**src/rtl/alu_exec_if.sv**
```systemverilog
`default_nettype none
// ============================================================================
// Module      : alu_exec_if
// Description : Handshake bundle between the ALU decoder, the execute stage
//               and the writeback/branch logic downstream of it.
// Revision    : 1.0 - initial release
// ============================================================================
interface alu_exec_if #(
    parameter int XLEN = 32
);
    logic            in_valid;
    logic            in_ready;
    logic [XLEN-1:0] op1;
    logic [XLEN-1:0] op2;
    logic [4:0]      alu_sel;
    logic            out_valid;
    logic            out_ready;
    logic [XLEN-1:0] result;
    logic            zero;
    logic            busy;

    // Upstream decoder side plus downstream consumer: everything the stage does not drive.
    modport master (
        output in_valid, op1, op2, alu_sel, out_ready,
        input  in_ready, out_valid, result, zero, busy
    );

    modport slave (
        input  in_valid, op1, op2, alu_sel, out_ready,
        output in_ready, out_valid, result, zero, busy
    );
endinterface
`default_nettype wire

```
**src/rtl/alu_exec.sv**
```systemverilog
`default_nettype none
// ============================================================================
// Module      : alu_exec
// Description : Multi-cycle ALU execute stage. Shifts iterate one bit per
//               cycle; every other function completes in a single cycle.
// Revision    : 1.0 - initial release
// ============================================================================
module alu_exec #(
    parameter int XLEN = 32
) (
    input  wire          clk,
    input  wire          rst,
    alu_exec_if.slave    bus
);
    // ALU function encodings shared with the decoder.
    localparam logic [4:0] c_ALU_NONE = 5'd0;
    localparam logic [4:0] c_ALU_ADD  = 5'd1;
    localparam logic [4:0] c_ALU_SLL  = 5'd2;
    localparam logic [4:0] c_ALU_SLT  = 5'd3;
    localparam logic [4:0] c_ALU_SLTU = 5'd4;
    localparam logic [4:0] c_ALU_XOR  = 5'd5;
    localparam logic [4:0] c_ALU_SRL  = 5'd6;
    localparam logic [4:0] c_ALU_SRA  = 5'd7;
    localparam logic [4:0] c_ALU_OR   = 5'd8;
    localparam logic [4:0] c_ALU_AND  = 5'd9;
    localparam logic [4:0] c_ALU_LUI  = 5'd10;

    localparam int         c_AMT_W   = $clog2(XLEN);

    localparam logic [1:0] c_IDLE    = 2'd0;
    localparam logic [1:0] c_SHIFT   = 2'd1;
    localparam logic [1:0] c_DONE    = 2'd2;

    localparam logic [1:0] c_SH_LL   = 2'd0;
    localparam logic [1:0] c_SH_RL   = 2'd1;
    localparam logic [1:0] c_SH_RA   = 2'd2;

    logic [1:0]         r_state;
    logic [XLEN-1:0]    r_result;
    logic               r_zero;
    logic               r_out_valid;
    logic               r_busy;
    logic [XLEN-1:0]    r_acc;
    logic [c_AMT_W-1:0] r_count;
    logic [1:0]         r_shift_kind;

    logic               w_in_ready;
    logic               w_accept;
    logic               w_is_shift;
    logic [1:0]         w_shift_kind;
    logic [c_AMT_W-1:0] w_amt;
    logic [XLEN-1:0]    w_single;
    logic [XLEN-1:0]    w_acc_next;

    assign w_in_ready = (r_state == c_IDLE) || ((r_state == c_DONE) && bus.out_ready);
    assign w_accept   = bus.in_valid && w_in_ready;
    assign w_amt      = bus.op2[c_AMT_W-1:0];

    // Result of anything that finishes on the accepting edge, including
    // zero-amount shifts which simply pass op1 through.
    always_comb begin
        w_single     = '0;
        w_is_shift   = 1'b0;
        w_shift_kind = c_SH_LL;
        case (bus.alu_sel)
            c_ALU_ADD:  w_single = bus.op1 + bus.op2;
            c_ALU_XOR:  w_single = bus.op1 ^ bus.op2;
            c_ALU_OR:   w_single = bus.op1 | bus.op2;
            c_ALU_AND:  w_single = bus.op1 & bus.op2;
            c_ALU_SLT:  w_single = {{(XLEN-1){1'b0}}, ($signed(bus.op1) < $signed(bus.op2))};
            c_ALU_SLTU: w_single = {{(XLEN-1){1'b0}}, (bus.op1 < bus.op2)};
            c_ALU_LUI:  w_single = {bus.op1[XLEN-13:0], 12'b0};
            c_ALU_SLL: begin
                w_single     = bus.op1;
                w_is_shift   = 1'b1;
                w_shift_kind = c_SH_LL;
            end
            c_ALU_SRL: begin
                w_single     = bus.op1;
                w_is_shift   = 1'b1;
                w_shift_kind = c_SH_RL;
            end
            c_ALU_SRA: begin
                w_single     = bus.op1;
                w_is_shift   = 1'b1;
                w_shift_kind = c_SH_RA;
            end
            default:    w_single = '0;
        endcase
    end

    always_comb begin
        w_acc_next = r_acc;
        case (r_shift_kind)
            c_SH_LL: w_acc_next = {r_acc[XLEN-2:0], 1'b0};
            c_SH_RL: w_acc_next = {1'b0, r_acc[XLEN-1:1]};
            c_SH_RA: w_acc_next = {r_acc[XLEN-1], r_acc[XLEN-1:1]};
            default: w_acc_next = r_acc;
        endcase
    end

    always_ff @(posedge clk or posedge rst) begin
        if (rst) begin
            r_state      <= c_IDLE;
            r_result     <= '0;
            r_zero       <= 1'b1;
            r_out_valid  <= 1'b0;
            r_busy       <= 1'b0;
            r_acc        <= '0;
            r_count      <= '0;
            r_shift_kind <= c_SH_LL;
        end else begin
            case (r_state)
                c_SHIFT: begin
                    r_acc   <= w_acc_next;
                    r_count <= r_count - 1'b1;
                    if (r_count == {{(c_AMT_W-1){1'b0}}, 1'b1}) begin
                        r_result    <= w_acc_next;
                        r_zero      <= (w_acc_next == '0);
                        r_out_valid <= 1'b1;
                        r_busy      <= 1'b0;
                        r_state     <= c_DONE;
                    end
                end
                default: begin
                    // IDLE and DONE share the accept path; a DONE handoff
                    // with a new op behaves exactly like an accept from IDLE.
                    if (w_accept) begin
                        if (w_is_shift && (w_amt != '0)) begin
                            r_acc        <= bus.op1;
                            r_count      <= w_amt;
                            r_shift_kind <= w_shift_kind;
                            r_busy       <= 1'b1;
                            r_out_valid  <= 1'b0;
                            r_state      <= c_SHIFT;
                        end else begin
                            r_result    <= w_single;
                            r_zero      <= (w_single == '0);
                            r_out_valid <= 1'b1;
                            r_state     <= c_DONE;
                        end
                    end else if ((r_state == c_DONE) && bus.out_ready) begin
                        r_out_valid <= 1'b0;
                        r_state     <= c_IDLE;
                    end
                end
            endcase
        end
    end

    assign bus.in_ready  = w_in_ready;
    assign bus.out_valid = r_out_valid;
    assign bus.result    = r_result;
    assign bus.zero      = r_zero;
    assign bus.busy      = r_busy;

endmodule
`default_nettype wire

```
**src/flat_wrapper.sv**
```systemverilog
// flat-port wrapper written by rule: the top's interface ports become plain ports
module alu_exec_flat 
#(
    parameter int XLEN = 32
)
  (clk, rst, bus_in_valid, bus_op1, bus_op2, bus_alu_sel, bus_out_ready, bus_in_ready, bus_out_valid, bus_result, bus_zero, bus_busy);
  alu_exec_if #(.XLEN(XLEN)) bus_i ();
  input  wire clk;
  input  wire rst;
  input wire logic [$bits(bus_i.in_valid)-1:0] bus_in_valid;
  input wire logic [$bits(bus_i.op1)-1:0] bus_op1;
  input wire logic [$bits(bus_i.op2)-1:0] bus_op2;
  input wire logic [$bits(bus_i.alu_sel)-1:0] bus_alu_sel;
  input wire logic [$bits(bus_i.out_ready)-1:0] bus_out_ready;
  output wire logic [$bits(bus_i.in_ready)-1:0] bus_in_ready;
  output wire logic [$bits(bus_i.out_valid)-1:0] bus_out_valid;
  output wire logic [$bits(bus_i.result)-1:0] bus_result;
  output wire logic [$bits(bus_i.zero)-1:0] bus_zero;
  output wire logic [$bits(bus_i.busy)-1:0] bus_busy;
  assign bus_i.in_valid = bus_in_valid;
  assign bus_i.op1 = bus_op1;
  assign bus_i.op2 = bus_op2;
  assign bus_i.alu_sel = bus_alu_sel;
  assign bus_i.out_ready = bus_out_ready;
  assign bus_in_ready = bus_i.in_ready;
  assign bus_out_valid = bus_i.out_valid;
  assign bus_result = bus_i.result;
  assign bus_zero = bus_i.zero;
  assign bus_busy = bus_i.busy;
  alu_exec #(.XLEN(XLEN)) u_core (.clk(clk), .rst(rst), .bus(bus_i));
endmodule
```
**config.mk**
```make
export PLATFORM = sky130hd
export DESIGN_NAME = alu_exec_flat
export DESIGN_NICKNAME = d
export VERILOG_FILES = /design/src/rtl/alu_exec_if.sv /design/src/rtl/alu_exec.sv /design/src/flat_wrapper.sv
export SDC_FILE = /design/constraint.sdc
export NUM_CORES = 1
export LEC_CHECK = 0
export ABC_AREA = 1
export BUFFER_PORTS_ARGS = -buffer_cell sky130_fd_sc_hd__buf_2
export CORE_MARGIN = 10
export CORE_UTILIZATION = 45
export CTS_BUF_LIST = sky130_fd_sc_hd__clkbuf_16
export CTS_CLUSTER_DIAMETER = 60
export DETAILED_ROUTE_END_ITERATION = 10
export GPL_ROUTABILITY_DRIVEN = 0
export PLACE_DENSITY = 0.77
export SLEW_MARGIN = 5
export SYNTH_ARGS = -nofsm -noshare
export SYNTH_HDL_FRONTEND = slang
export SYNTH_SLANG_ARGS = --single-unit
```
**constraint.sdc**
```tcl
create_clock -name clk -period 1.9 [get_ports clk]
set_input_delay 0 -clock clk [delete_from_list [all_inputs] [get_ports clk]]
set_output_delay 0 -clock clk [all_outputs]
set_load 0.005 [all_outputs]
```
* Word-level counts from Yosys, hierarchy flattened
Index checks and enable logic that the tools add are counted.
** Cells by class
- Shifts and indexed selects :: 0
- $mul :: 0
- Reduce and logical (&&, ||, !) cells :: 18
- Add/sub/neg operators :: 2
- Bitwise logic cells :: 4
- Order comparisons :: 2
- Mux-type cells :: 32
- Divide/modulo/power cells :: 0
- Eq/ne operators :: 17
** Operators by type and width (count)
- $pmux W32 S8 :: 1
- $mux W32 :: 7
- $pmux W32 S3 :: 1
- $logic_not A32 Y1 :: 2
- $lt A32 B32 Y1 :: 2
- $add A32 B32 Y32 :: 1
- $and A32 B32 Y32 :: 1
- $or A32 B32 Y32 :: 1
- $xor A32 B32 Y32 :: 1
- $eq A5 B3 Y1 const B :: 4
- $eq A5 B4 Y1 const B :: 3
- $mux W5 :: 3
- $mux W1 :: 14
- $eq A5 B1 Y1 const B :: 2
- $eq A5 B2 Y1 const B :: 2
- $mux W2 :: 5
- $reduce_and A3 Y1 :: 3
- $reduce_bool A5 Y1 :: 1
- $sub A5 B1 Y5 const B :: 1
- $eq A2 B1 Y1 const B :: 2
- $eq A2 B2 Y1 const B :: 2
- $logic_not A2 Y1 :: 2
- $pmux W2 S2 :: 1
- $reduce_and A2 Y1 :: 2
- 8 further kinds :: 11
** Storage, ports and cells
- Bits in latches :: 0
- RAM bits :: 0
- Memories :: 0
- Flip-flop bits (word level) :: 76
- Output and inout port bits :: 36
- Memory bits (read-only) :: 0

* Logic depth before layout (Yosys ltp)
- Depth in word-level cells :: 7
- Depth in mapped cells :: 20
- Mapped depth without buffers :: 20

* Worst setup path after synthesis
OpenSTA, ideal clock, no wires.
- Path kind :: input -> register
- From :: input port bus_op2[0]
- To :: register u_core.r_zero, in the netlist u_core.bus.zero
- Slack :: 11 ps
- Arrival :: 1816 ps
- Setup time :: 73 ps
- Stages :: 20
- Cell sequence :: ha_1 inv_1 fa_1 inv_1 nand2_1 nand2_1 nand3_1 nand2_1 nand2_1 nand2_1 nand2_1 nand2_1 nand2_1 nand3_1 nand2_1 nor2_1 nand3_1 nor2_1 nand2_1 a21oi_1
** Between the ends
- Cells in the longest elaborated chain, start to end :: 6
- Elaborated cells on any way between the ends :: 15
** Ends and longest elaborated chain
- start: declaration :: line flat_wrapper.sv:12 : input wire logic [$bits(bus_i.op2)-1:0] bus_op2;
- $add A32 B32 Y32 (tied with other cells) :: line alu_exec.sv:66 : c_ALU_ADD: w_single = bus.op1 + bus.op2;
- $pmux W32 S8 :: line alu_exec.sv:65 : case (bus.alu_sel)
- $logic_not A32 Y1 :: line alu_exec.sv:138 : r_zero <= (w_single == '0);
- $mux W1 :: line alu_exec.sv:129 : if (w_is_shift && (w_amt != '0)) begin
- $mux W1 :: line alu_exec.sv:128 : if (w_accept) begin
- $mux W1 :: line alu_exec.sv:113 : case (r_state)
- end signal: assignment :: line alu_exec.sv:119 : r_zero <= (w_acc_next == '0);
- end signal: assignment :: line alu_exec.sv:138
- end: declaration :: line alu_exec.sv:40 : logic r_zero;
Parallel ways exist; a longest one is shown, timed or not. The select of a mux whose other input is x is not followed.
A chain may end at the register's enable or synchronous reset.

* Worst setup path in the final report
- From :: register u_core.r_shift_kind[0]
- To :: register u_core.r_zero, in the netlist u_core.bus.zero
** Between the ends
- Cells in the longest elaborated chain, start to end :: 5
- Elaborated cells on any way between the ends :: 7
** Ends and longest elaborated chain
- start: declaration :: line alu_exec.sv:45 : logic [1:0] r_shift_kind;
- start signal: assignment :: line alu_exec.sv:111 : r_shift_kind <= c_SH_LL;
- start signal: assignment :: line alu_exec.sv:132 : r_shift_kind <= w_shift_kind;
- $eq A2 B2 Y1 (tied with other cells) :: line alu_exec.sv:94 : case (r_shift_kind)
- $pmux W32 S3 (*) :: line alu_exec.sv:94
- $logic_not A32 Y1 (*) :: line alu_exec.sv:119
- $mux W1 (*) :: line alu_exec.sv:117 : if (r_count == {{(c_AMT_W-1){1'b0}}, 1'b1}) begin
- $mux W1 (*) :: line alu_exec.sv:113
Every way passes the cells marked *; elsewhere a longest branch is shown, timed or not. The select of a mux whose other input is x is not followed.

==> results.yml <==
clock_network:
  numCtsBuffers: 9
  clkLatencyLatePin_ns: 0.35
  clock-root-buffer: "clkbuf_16"
  clk_pin_slew_worst_paths_ns: 0.06
  cts_buffer_depth: 2
  htreeDepth: 3
  cts_tree: "built"
  cts_sinks: 75
placement:
  place_inst: 2001
  io_buffers: 108
  place_hpwl_um: 28100
  dp_slack_ns: -0.384
synth:
  ys.flop_type: "dfrtp_1"
  synth_cell_types: 42
  syn_area_um2: 8720
  seq_area_frac_synth_pct: 21.5
  ys_seq_elements: 75
  syn_area_per_cell_um2: 6.27
  synthCells: 1392
  yosys_warnings: 0
  async_flop_share_pct: 100
  synth_area_leaders: "dfrtp_1 (21%), nand2_1 (16%), ha_1 (14%)"
  synth_nets: 1564
  yosys.area.top_type_share_pct: 21.2
  synth-edff-count: 0
  synth_area_leader_cell: "dfrtp_1"
floorplanning:
  dieHeight_um: 159
  core_um2: 18900
  fp-row-count: 50
  start_util_pct: 46.2
  dieArea_um2: 25400
  fp.dieW_um: 159
  pin_count: 109
detailed_routing:
  dr.pass1.iters: 7
  avgViaCountPerCell: 5.64
  vias: 11435
  drcViolationCount: 0
  routed_wl_um: 36400
  drt_iter0_drc: 1233
  drtAntennaViolNets: 0
  wl_per_cell_um: 18.0
global_routing:
  grt_pass1_vias: 10915
  grt_max_degree: 76
  grt_antenna_before_repair: 0
  grt-ovfl-total: 0
  grt_first_pass_wirelength_um: 56100
  gr-usage-all-layers_pct: 26.9
layout:
  drive_gt1_share_pct: 29.0
  layout.nets: 1933
  antenna_cells: 0
  areaGrowthSynthToFinish_pct: 42.7
  finalNonFillerCells: 2026
timing:
  hold_viol_final: 0
  tightest_slew_ns: 0.671
  max_freq_ghz: 0.510
  finalClockSkew_ns: 0.00744
  finalSetupTns_ns: -0.0617
  setup-violations-final: 1
  period_share_pct: 103
  fin_ws_ns: -0.0617
  rsz0062_at_grt: "yes"
  relSlewSlack_pct: 55.2
  period_needed_ns: 1.96
  slew_viol_final: 0
setup_path:
  end_kind: "flop"
  rrSetupSlack_ns: -0.06
  required_ns: 2.19
  reg2reg_depth: 11
  cp_max_fo: 7
  worstSetupPathType: "reg2reg"
  critPathLaunchType: "flop"
  r2r_end: "u_core.bus.zero"
  r2r_start: "u_core.r_shift_kind[0]"
  crit_start: "u_core.r_shift_kind[0]"
  crit_arrival_ns: 2.25
hold_path:
  min-delay-start: "bus_alu_sel[3]"
  holdPathStages: 4
  hold_class: "in2reg"
  min_to: "u_core.r_shift_kind[0]"
status:
  status: "finished, violations left"
  violations: "setup timing"
power_and_ir_drop:
  power.density_nw_per_um2: 811
  ir_drop_mv: 0.727
  power.leakage_nw: 6.51
flow_run:
  drv_cap: 0
[kinds of logic after synthesis]
kind of cell	count (synthesis)	share of synthesized area, %
XOR/XNOR	2	0.201
buffers and inverters	268	12.2
AND/OR/NAND/NOR	695	33.1
flip-flops	75	21.5
AO/OA/AOI/OAI	253	18.7
adder cells (fa/ha/maj)	99	14.3
[cells in the mapped netlist (23+ instances only)]
cell type and instances:
a31oi_1 30, inv_1 219, nand3_1 118, o21ai_0 34, o22ai_1 41, ha_1 98, nor2_1 157, nand2_1 369
a21oi_1 61, o221ai_1 23, o211ai_1 33, dfrtp_1 74
[critical path, stage by stage, from the launching register on]
cell	delay, ns
dfrtp_2	0.45
nor2_4	0.17
nor2_4	0.06
buf_12	0.14
buf_8	0.13
nand2_2	0.05
o221ai_2	0.10
nor4_2	0.30
nand2_1	0.13
nor2_4	0.15
a21oi_2	0.08
a21oi_2	0.13
[registers in the layout, summed over array words and instances (netlist names)]
name	cells
u_core.r_state	1
u_core.bus.result	32
u_core.bus.zero	1
u_core.r_count	5
u_core.bus.out_valid	1
u_core.r_acc	32
u_core.bus.busy	1
u_core.r_shift_kind	2
[layout make-up]
cell class	instances	area (um2)
clock buffers	9	225
clock inverters	7	58.8
fillers	1616	6450
inverters	222	840
multi-input cells	1049	6130
flip-flops and latches	75	1880
well taps	260	325
repair buffers	404	2990
[per-layer routing]
| metal | vias to the layer above | GRT usage, % | share of wire, % |
|---|---|---|---|
| li1 | 5344 | - | - |
| met1 | 5175 | 33.1 | 39 |
| met2 | 749 | 41.4 | 43 |
| met3 | 167 | 6.84 | 11 |
| met4 | 0 | 16.1 | 6.7 |
| met5 | - | 0 | 0 |
[where the power goes]
part / internal, mW / switching, mW / total [mW] / leakage, nW
logic: 2.49 / 3.02 / 5.51 / 5.47
clock network: 0.998 / 0.673 / 1.67 / 0.138
registers: 2.38 / 0.529 / 2.91 / 0.897
total: 5.87 / 4.22 / 10.1 / 6.51
[stage by stage]
step | utilization (%) | hold WS (ns) | power, mW | instance area, um2
after detailed placement | 61.5 | 0.146 | 7.79 | 11600
after global routing | 65.9 | 0.0620 | 10.8 | 12400
final | 65.9 | 0.0170 | 10.1 | 12400
after global placement | 61.5 | 0.136 | 7.66 | 11600
after CTS | 64.1 | 0.0101 | 9.66 | 12100
after floorplan | - | 0.0987 | 5.50 | 8730
[placed cells by master (no fill, tap or decap), types with 6 or more instances in the layout]
master       n
a211oi_1    14
a21oi_1     50
a21oi_2     11
a31oi_1     30
buf_12      11
buf_2      108
buf_4      273
clkbuf_16   10
dfrtp_1     71
ha_1        88
ha_4         6
inv_1      213
inv_2        7
nand2_1    350
nand2_2     18
nand3_1    116
nand4_1     10
nor2_1     148
nor2_2       8
nor3_1      13
o211ai_1    33
o21ai_0     26
o21ai_1      8
o221ai_1    15
o221ai_2     8
o22ai_1     41
or2_2        8
[repair_timing]
item / in CTS / in global routing
endpoints found under the setup margin: 5 / 53
hold endpoints to repair: 76 / 0
setup buffers: 1 / 3
hold buffers: 3 / 0
pin swaps: 11 / 23
gates cloned: 1 / 1
gates resized for setup: 31 / 79
[worst max path at each step]
stage	depth (start not counted)	to	slack (ns)
2_1_floorplan	20	u_core.bus.zero	0.01
3_3_place_gp	21	u_core.bus.zero	-0.36
3_5_place_dp	21	u_core.bus.zero	-0.38
4_1_cts	10	u_core.bus.zero	0.002
5_1_grt	11	u_core.bus.zero	-0.14
6_report	11	u_core.bus.zero	-0.06
Power figures use the tool's default switching activity.
